### config.mk
export PLATFORM = sky130hd
export DESIGN_NAME = mips_mem_bridge
export DESIGN_NICKNAME = d
export VERILOG_FILES = /design/src/rtl/mips_mem_bridge.sv
export SDC_FILE = /design/constraint.sdc
export NUM_CORES = 1
export LEC_CHECK = 0
export ABC_AREA = 1
export BUFFER_PORTS_ARGS = -buffer_cell sky130_fd_sc_hd__clkbuf_2
export CORE_AREA = 2 2 124 126
export CTS_BUF_LIST = sky130_fd_sc_hd__clkbuf_8
export DETAILED_ROUTE_END_ITERATION = 6
export DIE_AREA = 0 0 126 128
export PLACE_DENSITY = 0.78
export SLEW_MARGIN = 20
export SYNTH_ARGS = -nofsm -noshare
export SYNTH_HDL_FRONTEND = slang
export SYNTH_SLANG_ARGS = --single-unit
### constraint.sdc
create_clock -name clk -period 2.2 [get_ports clk]
set_input_delay 0 -clock clk [delete_from_list [all_inputs] [get_ports clk]]
set_output_delay 0 -clock clk [all_outputs]
set_load 0.02 [all_outputs]
### src/rtl/mips_mem_bridge.sv
// Purpose : address decoder between the mips core memory port and system RAM, with an
//           MMIO window holding a free-running timer/compare/irq and a byte TX FIFO.
// Latency : reads are combinational (MMIO words come from registers only); writes take effect at
//           the next posedge. FIFO push is visible on tx_valid one cycle later.
// Backpressure: the console sink stalls the FIFO via tx_ready. A push into a full FIFO is dropped
//           and flags ovf, unless a pop happens in the same cycle. The core is never stalled.
//
// Ports:
//   clk, rstb                  clock, async active-low reset
//   cpu_addr/_wr_data/_wr_ena  core memory port (one word write per strobe cycle)
//   cpu_rd_data                read data back to core (RAM or MMIO word)
//   ram_addr/_wr_data/_wr_ena  RAM side; the write strobe is suppressed for MMIO addresses
//   ram_rd_data                RAM combinational read data
//   tx_data/tx_valid/tx_ready  console sink handshake, FIFO head byte
//   irq                        timer compare hit (sticky until W1C)
module mips_mem_bridge #(
  parameter logic [15:0] MMIO_BASE = 16'hFFFF,
  parameter int          TX_DEPTH  = 4
) (
  input  logic        clk,
  input  logic        rstb,
  input  logic [31:0] cpu_addr,
  input  logic [31:0] cpu_wr_data,
  input  logic        cpu_wr_ena,
  output logic [31:0] cpu_rd_data,
  output logic [31:0] ram_addr,
  output logic [31:0] ram_wr_data,
  output logic        ram_wr_ena,
  input  logic [31:0] ram_rd_data,
  output logic [7:0]  tx_data,
  output logic        tx_valid,
  input  logic        tx_ready,
  output logic        irq
);

  localparam int              PTR_W     = (TX_DEPTH > 1) ? $clog2(TX_DEPTH) : 1;
  localparam logic [4:0]      DEPTH_CNT = 5'(TX_DEPTH);
  localparam logic [PTR_W-1:0] PTR_ONE  = PTR_W'(1);

  // Decode. Only [31:16] and [3:2] matter, so the window aliases every 16 bytes.
  logic       mmioSel;
  logic [1:0] regOff;
  logic       mmioWr;
  logic       wrCmp;
  logic       wrStatus;
  logic       wrTxd;

  assign mmioSel  = (cpu_addr[31:16] == MMIO_BASE);
  assign regOff   = cpu_addr[3:2];
  assign mmioWr   = cpu_wr_ena & mmioSel;
  assign wrCmp    = mmioWr & (regOff == 2'd1);
  assign wrStatus = mmioWr & (regOff == 2'd2);
  assign wrTxd    = mmioWr & (regOff == 2'd3);

  assign ram_addr    = cpu_addr;
  assign ram_wr_data = cpu_wr_data;
  assign ram_wr_ena  = cpu_wr_ena & ~mmioSel;

  // Timer state
  logic [31:0] countReg;
  logic [31:0] cmpReg;
  logic        hitReg;
  logic        ovfReg;

  // TX FIFO state
  logic [7:0]       fifoMem [TX_DEPTH];
  logic [PTR_W-1:0] rdPtr;
  logic [PTR_W-1:0] wrPtr;
  logic [4:0]       fifoCnt;
  logic             fifoFull;
  logic             fifoEmpty;
  logic             popEn;
  logic             pushEn;
  logic             pushDrop;

  assign fifoFull  = (fifoCnt == DEPTH_CNT);
  assign fifoEmpty = (fifoCnt == 5'd0);
  assign popEn     = ~fifoEmpty & tx_ready;
  // A pop in the same cycle frees the slot the push needs, so a full FIFO still accepts.
  assign pushEn    = wrTxd & (~fifoFull | popEn);
  assign pushDrop  = wrTxd & fifoFull & ~popEn;

  assign tx_valid = ~fifoEmpty;
  assign tx_data  = fifoMem[rdPtr];
  assign irq      = hitReg;

  always_ff @(posedge clk or negedge rstb) begin
    if (!rstb) begin
      countReg <= 32'd0;
      cmpReg   <= 32'hFFFF_FFFF;
      hitReg   <= 1'b0;
      ovfReg   <= 1'b0;
    end else begin
      countReg <= countReg + 32'd1;
      if (wrCmp) cmpReg <= cpu_wr_data;
      // Set terms are ORed after the clear so a coincident set wins over W1C.
      hitReg <= (hitReg & ~(wrStatus & cpu_wr_data[0])) | (countReg == cmpReg);
      ovfReg <= (ovfReg & ~(wrStatus & cpu_wr_data[3])) | pushDrop;
    end
  end

  // Storage is reset so tx_data reads 0 out of reset.
  always_ff @(posedge clk or negedge rstb) begin
    if (!rstb) begin
      for (int i = 0; i < TX_DEPTH; i++) fifoMem[i] <= 8'd0;
    end else if (pushEn) begin
      fifoMem[wrPtr] <= cpu_wr_data[7:0];
    end
  end

  always_ff @(posedge clk or negedge rstb) begin
    if (!rstb) begin
      rdPtr   <= '0;
      wrPtr   <= '0;
      fifoCnt <= 5'd0;
    end else begin
      if (pushEn) wrPtr <= wrPtr + PTR_ONE;
      if (popEn)  rdPtr <= rdPtr + PTR_ONE;
      case ({pushEn, popEn})
        2'b10:   fifoCnt <= fifoCnt + 5'd1;
        2'b01:   fifoCnt <= fifoCnt - 5'd1;
        default: fifoCnt <= fifoCnt;
      endcase
    end
  end

  // Read mux: MMIO words come from registered state only.
  logic [31:0] mmioWord;
  always_comb begin
    mmioWord = 32'd0;
    case (regOff)
      2'd0:    mmioWord = countReg;
      2'd1:    mmioWord = cmpReg;
      2'd2:    mmioWord = {23'd0, fifoCnt, ovfReg, fifoEmpty, fifoFull, hitReg};
      default: mmioWord = 32'd0;
    endcase
  end

  assign cpu_rd_data = mmioSel ? mmioWord : ram_rd_data;

endmodule

==> impl_metrics.csv, run 1 <==
group,metric,value,unit
worst_setup_path,arrival,2290,ps
worst_setup_path,r2r_slack,190,ps
synth,ys_seq_area_share,38.0,%
floorplanning,io_pins,207,
cells_and_area,drive_above_1_share,24.4,%
global_route,grt_overflow_total,0,
power,clock_power_share,24.0,%
routing,drc,0,
worst_setup_path,worst_path_most_repeated_cell,"nand2_1",
timing,worst_pin_slew,715,ps
synth,synth_top_area_cell,"dfrtp_1",
synth,synthTopCellsByArea,"dfrtp_1 26%, nand2_1 13%, dfstp_2 12%, inv_1 6.9%, buf_4 6.7%",
clock_network,cts_made_buffers,9,
clock_network,clockBufferDepth,2,
clock_network,cts_num_sinks,107,
timing,slew_violations,0,
place,gp_congestion,0.884,
cells_and_area,design_area,8340,um2
worst_setup_path,critPathSlowestCell,"dfrtp_2",
worst_setup_path,rr_worst_depth,15,
worst_setup_path,cp_slowest_stage_delay,460,ps
floorplanning,die_h,128,um
global_route,grt_max_degree,49,
worst_setup_path,crit_chain,"inv_1 -> nand3_2 -> nand2_1 -> inv_1 -> ha_2 -> xor2_2 -> ha_1 -> a21oi_2 -> nor2_1 -> nand2_1 -> nand2_1 -> nand2_1 -> nand2_1 -> nand2_1 -> o21ai_0",
floorplanning,coreArea,14900,um2
routing,first_iter_violations,391,
timing,final.min_clock_period,2010,ps
floorplanning,fp.dieW,126,um
power,p_sw_share,37.1,%
worst_setup_path,rr_endpoint,"fifoCnt[4]",
global_route,grt.total_usage,23.7,%
place,io_buffers,178,
routing,drt-total-wl,18700,um
power,power,4.86,mW
synth,ys_ff_latch,107,
synth,synth_cells,969,
power,pwr_density_cell,582,nW/um2
timing,clock.fmax,0.498,GHz
synth,ys_types,35,
worst_setup_path,worst_setup_path_end_kind,"register",
routing,ant_nets,0,
power,irDropWorstVdd,0.480,mV
clock_network,clockRootBuffer,"clkbuf_8",
worst_setup_path,critPathKind,"reg -> reg",
cells_and_area,antenna_cells,0,
global_route,grt_pass1_vias,6283,
synth,synth_top_cell_area_share,26.2,%
timing,post-route-period-util,91.3,%
timing,fin_skew,12.8,ps
hold_path,hold_class,"in -> out",
routing,avgViaCountPerCell,4.96,
clock_network,clock_latency,400,ps
timing,setup_viol,0,
cells_and_area,area_growth,16.6,%
routing,vias,6479,
worst_setup_path,cp.required,2480,ps
worst_setup_path,start_kind,"register",
synth,avgSynthCellArea,7.38,um2
power,p_sw,1.80,mW
worst_setup_path,startpoint,"fifoCnt[2]",
clock_network,cts_tree,"built",
power,p_int,3.06,mW
worst_setup_path,rr_startpoint,"fifoCnt[2]",
global_route,grt_pass1_wl,30900,um
power,power_leakage,4.05,nW
routing,firstDrtPassIters,4,
worst_setup_path,cp-endpoint,"fifoCnt[4]",
synth,yosys_warnings,0,
cells_and_area,postLayoutCoreUtil,56.1,%
floorplanning,num_rows,45,
power,power_frac_comb,32.7,%
timing,max_slew_margin,52.3,%
outcome,status,"finished clean",
synth,synth_area,7150,um2
worst_setup_path,cp_max_fo,6,
power,seqPwrFrac,43.3,%
place,dp_hpwl,13800,um
timing,hold_viol,0,
place,placed_area,7780,um2
routing,avgRoutedWirePerCell,14.3,um
floorplanning,initial_core_util,48.1,%
synth,synth_nets,1077,
cells_and_area,nNetsFinal,1220,
flow_run,maxCapViolCount,0,
clock_network,htree_levels,3,
clock_network,clk_pin_slew_worst_paths,100,ps
global_route,antenna_found_initial,0,
floorplanning,dieArea,16100,um2
==> worst min path at each step <==
stage | from | end | slack, ps | depth (start not counted)
3_5_place_dp | cpu_addr[12] | ram_addr[12] | 0.1 | 0
3_3_place_gp | cpu_addr[12] | ram_addr[12] | 0.1 | 0
2_1_floorplan | rstb | countReg[0] | -300 | 0
5_1_grt | cpu_addr[13] | ram_addr[13] | 0.04 | 0
6_report | cpu_addr[0] | ram_addr[0] | 0.009 | 0
4_1_cts | cpu_addr[12] | ram_addr[12] | 0.1 | 0
==> Yosys cell counts, drive strengths merged <==
cell type / number
a21oi: 31
a221oi: 2
a22o: 1
a31oi: 15
buf: 86
clkbuf: 15
dfrtp: 75
dfstp: 32
ha: 8
inv: 133
nand2: 254
nand3: 60
nand3b: 4
nand4: 8
nor2: 73
nor3: 17
o21ai: 57
o21bai: 32
o22ai: 12
xnor2: 24
xor2: 30
==> cell families (layout without fill, tap and decap cells) <==
group	count (synthesis)	after routing	synth area share [%]
AND/OR/NAND/NOR	416	416	25.5
buffers and inverters	234	382	16.3
AO/OA/AOI/OAI	150	150	12.2
flip-flops	107	107	38.0
XOR/XNOR	54	54	6.61
adder cells (fa/ha/maj)	8	8	1.40
==> layer usage <==
metal | global-route usage [%] | vias up | share of wire (%)
li1 | - | 3277 | -
met1 | 29.9 | 2987 | 43
met2 | 41.8 | 191 | 51
met3 | 3.88 | 24 | 4.8
met4 | 7.18 | 0 | 1.7
met5 | 0 | - | 0
==> metrics by stage <==
| step | hold slack (ps) | TNS, ps | std cells | setup WS [ps] |
|---|---|---|---|---|
| after floorplan | -296 | 0 | 969 | 2.65 |
| after global placement | 0.137 | 0 | 1253 | 93.0 |
| after detailed placement | 0.137 | 0 | 1253 | 54.6 |
| after CTS | 0.137 | 0 | 1303 | 28.1 |
| after global routing | 0.0377 | -8.31 | 1305 | -8.31 |
| final | 0.00881 | 0 | 1305 | 192 |
==> registers in the layout, indices dropped and copies added, names as in the netlist <==
register and cells:
cmpReg 32, countReg 32, fifoMem 32, fifoCnt 5, rdPtr 2, wrPtr 2, irq 1, ovfReg 1
==> cell type report <==
type,count,area [um2]
inverters,133,499
clock inverters,6,38.8
flip-flops and latches,107,2720
repair buffers,233,1400
fillers,1428,6520
multi-input cells,628,3310
well taps,188,235
clock buffers,10,138
==> cells in the final DEF, fill, tap and decap left out, types with 30 or more instances in the layout <==
| cell type | synthesis | final |
|---|---|---|
| a21oi_1 | 31 | 30 |
| clkbuf_2 | 1 | 177 |
| dfrtp_1 | 75 | 74 |
| dfstp_2 | 32 | 32 |
| dlygate4sd3_1 | 0 | 34 |
| inv_1 | 132 | 133 |
| nand2_1 | 253 | 253 |
| nand3_1 | 55 | 54 |
| nor2_1 | 65 | 62 |
| o21ai_1 | 32 | 32 |
| o21bai_1 | 32 | 32 |
==> what timing repair did <==
item	in CTS	in global routing
hold endpoints to repair	88	0
setup buffers	0	2
hold buffers	34	0
setup endpoints to repair	0	3
resized for setup	0	8
==> critical path: cells and delay by family, from the launching register on <==
family	cells	cell delay [ps]
AO/OA/AOI/OAI	2	190
XOR/XNOR	1	150
adder cells (fa/ha/maj)	2	390
buffers and inverters	2	200
flip-flops	1	460
AND/OR/NAND/NOR	8	500
==> power by group through the flow <==
stage / sequential [mW] / clock [mW] / combinational (mW)
floorplan: 2.13 / 0 / 1.01
global placement: 2.11 / 0 / 1.50
detailed placement: 2.12 / 0 / 1.49
CTS: 2.08 / 1.20 / 1.55
global route: 2.11 / 1.27 / 1.76
finish: 2.10 / 1.17 / 1.59
(Power assumes the default switching activity.)
==> inputs of run 2 (changes only) <==
CORE_AREA = 2 2 114 138   (was 2 2 124 126)
DIE_AREA = 0 0 116 140   (was 0 0 126 128)
==> impl_metrics.csv, run 2 (synthesis results as in run 1) <==
group,metric,value,unit
clock_network,clk_pin_slew_worst_paths,90,ps
worst_setup_path,arrival,2340,ps
timing,worst_pin_slew,716,ps
worst_setup_path,rr_endpoint,"fifoCnt[4]",
place,dp_hpwl,13800,um
cells_and_area,multi_input_area,3300,um2
timing,post-route-period-util,94.0,%
timing,max_slew_margin,52.2,%
worst_setup_path,cp.required,2470,ps
cells_and_area,drive_above_1_share,24.0,%
timing,final.min_clock_period,2070,ps
hold_path,holdPathStages,0,
timing,setup_tns,0,ps
timing,fin_skew,15.3,ps
worst_setup_path,r2r_slack,130,ps
clock_network,clockBufferDepth,2,
timing,slew_violations,0,
cells_and_area,nNetsFinal,1218,
clock_network,clockRootBuffer,"clkbuf_8",
cells_and_area,mostFrequentLayoutCell,"nand2_1",
power,power_leakage,4.04,nW
worst_setup_path,cp_max_fo,6,
power,pwr_density_cell,575,nW/um2
worst_setup_path,worst_setup_path_end_kind,"register",
power,irDropWorstVdd,0.501,mV
cells_and_area,area_growth,16.4,%
place,gp_congestion,0.934,
worst_setup_path,rr_startpoint,"fifoCnt[2]",
cells_and_area,finalNonFillerCells,1319,
clock_network,htree_levels,3,
cells_and_area,nFillCells,1446,
timing,clock.fmax,0.483,GHz
global_route,grt_overflow_total,0,
clock_network,cts_num_sinks,107,
routing,first_iter_violations,331,
outcome,status,"finished clean",
place,io_buffers,178,
timing,setup_viol,0,
power,power,4.79,mW
floorplanning,num_rows,49,
worst_setup_path,critPathKind,"reg -> reg",
cells_and_area,final_cell_mix,"253 x nand2_1, 177 x clkbuf_2, 133 x inv_1",
clock_network,clock_latency,390,ps
global_route,grt_pass1_wl,30300,um
clock_network,cts_setup_buffers,0,
timing,holdWs,0.00882,ps
clock_network,cts_made_buffers,9,
place,placed_cells,1269,
hold_path,hold_class,"in -> out",
floorplanning,coreArea,14800,um2
routing,firstDrtPassIters,4,
routing,drc,0,
flow_run,maxCapViolCount,0,
cells_and_area,antenna_cells,0,
routing,drt-total-wl,18700,um
global_route,grt.total_usage,23.5,%
worst_setup_path,rr_worst_depth,15,
cells_and_area,top_regs,"cmpReg x32, countReg x32, fifoMem x32",
global_route,antenna_found_initial,0,
cells_and_area,seqCellArea,2720,um2
routing,vias,6558,
worst_setup_path,start_kind,"register",
floorplanning,fp.dieW,116,um
floorplanning,die_h,140,um
floorplanning,initial_core_util,48.2,%
timing,hold_viol,0,
routing,ant_nets,0,
routing,avgViaCountPerCell,4.97,
floorplanning,io_pins,207,
routing,avgRoutedWirePerCell,14.2,um
hold_path,holdPathEnd,"ram_addr[10]",
global_route,grt_max_degree,94,
clock_network,cts_tree,"built",
hold_path,holdCritStartpoint,"cpu_addr[10]",
global_route,grt_pass1_vias,6455,
floorplanning,dieArea,16200,um2
run 2: layout make-up:
class                           instances  share of cell area [%]
Clock buffer                            9                    1.49
Clock inverter                          7                   0.541
Inverter                              133                    6.00
Multi-Input combinational cell        628                    39.6
Sequential cell                       107                    32.6
Tap cell                              204                    3.07
Timing Repair Buffer                  231                    16.7
run 2: report_power, final:
group / leakage, nW / switching (mW) / internal (mW)
combinational: 2.78 / 0.996 / 0.558
sequential: 1.17 / 0.0677 / 2.04
clock: 0.0949 / 0.719 / 0.413
total: 4.04 / 1.78 / 3.01
run 2: worst max-delay path by stage:
stage / start / endpoint / slack (ps)
final: fifoCnt[2] / fifoCnt[4] / 130
after global routing: fifoCnt[3] / fifoCnt[4] / -1
after CTS: fifoCnt[4] / fifoCnt[4] / 10
after detailed placement: fifoCnt[4] / fifoCnt[4] / 40
after global placement: fifoCnt[4] / fifoCnt[4] / 110
after floorplan: fifoCnt[0] / fifoCnt[4] / 3
run 2: critical path, stage by stage (launching register included):
cell and delay, ps:
dfrtp_1 450, inv_1 140, nand3_2 90, nand2_1 80
inv_1 70, ha_1 230, xor2_1 160, ha_1 190
a21oi_2 120, nor2_1 70, nand2_1 80, nand2_1 50
nand2_1 60, nand2_1 40, nand2_1 40, o21ai_0 70
run 2: per-layer routing:
metal	routed length [um]	share of wire [%]	GRT usage, %
met5	0	0	0
met4	498	2.7	8.83
met1	7850	42	28.4
met3	780	4.2	3.89
met2	9610	51	41.4
run 2: repair_timing:
item / CTS / global route
gates resized for setup: 0 / 5
hold endpoints to repair: 148 / 0
hold buffers: 34 / 0
endpoints found under the setup margin: 0 / 3
run 2: stage by stage:
stage / setup WS [ps] / utilization, % / instance area (um2)
finish: 131 / 56.1 / 8330
global route: -1.02 / 56.1 / 8330
CTS: 12.1 / 56.0 / 8310
detailed placement: 36.4 / 52.6 / 7800
global placement: 108 / 52.6 / 7800
floorplan: 2.65 / - / 7160
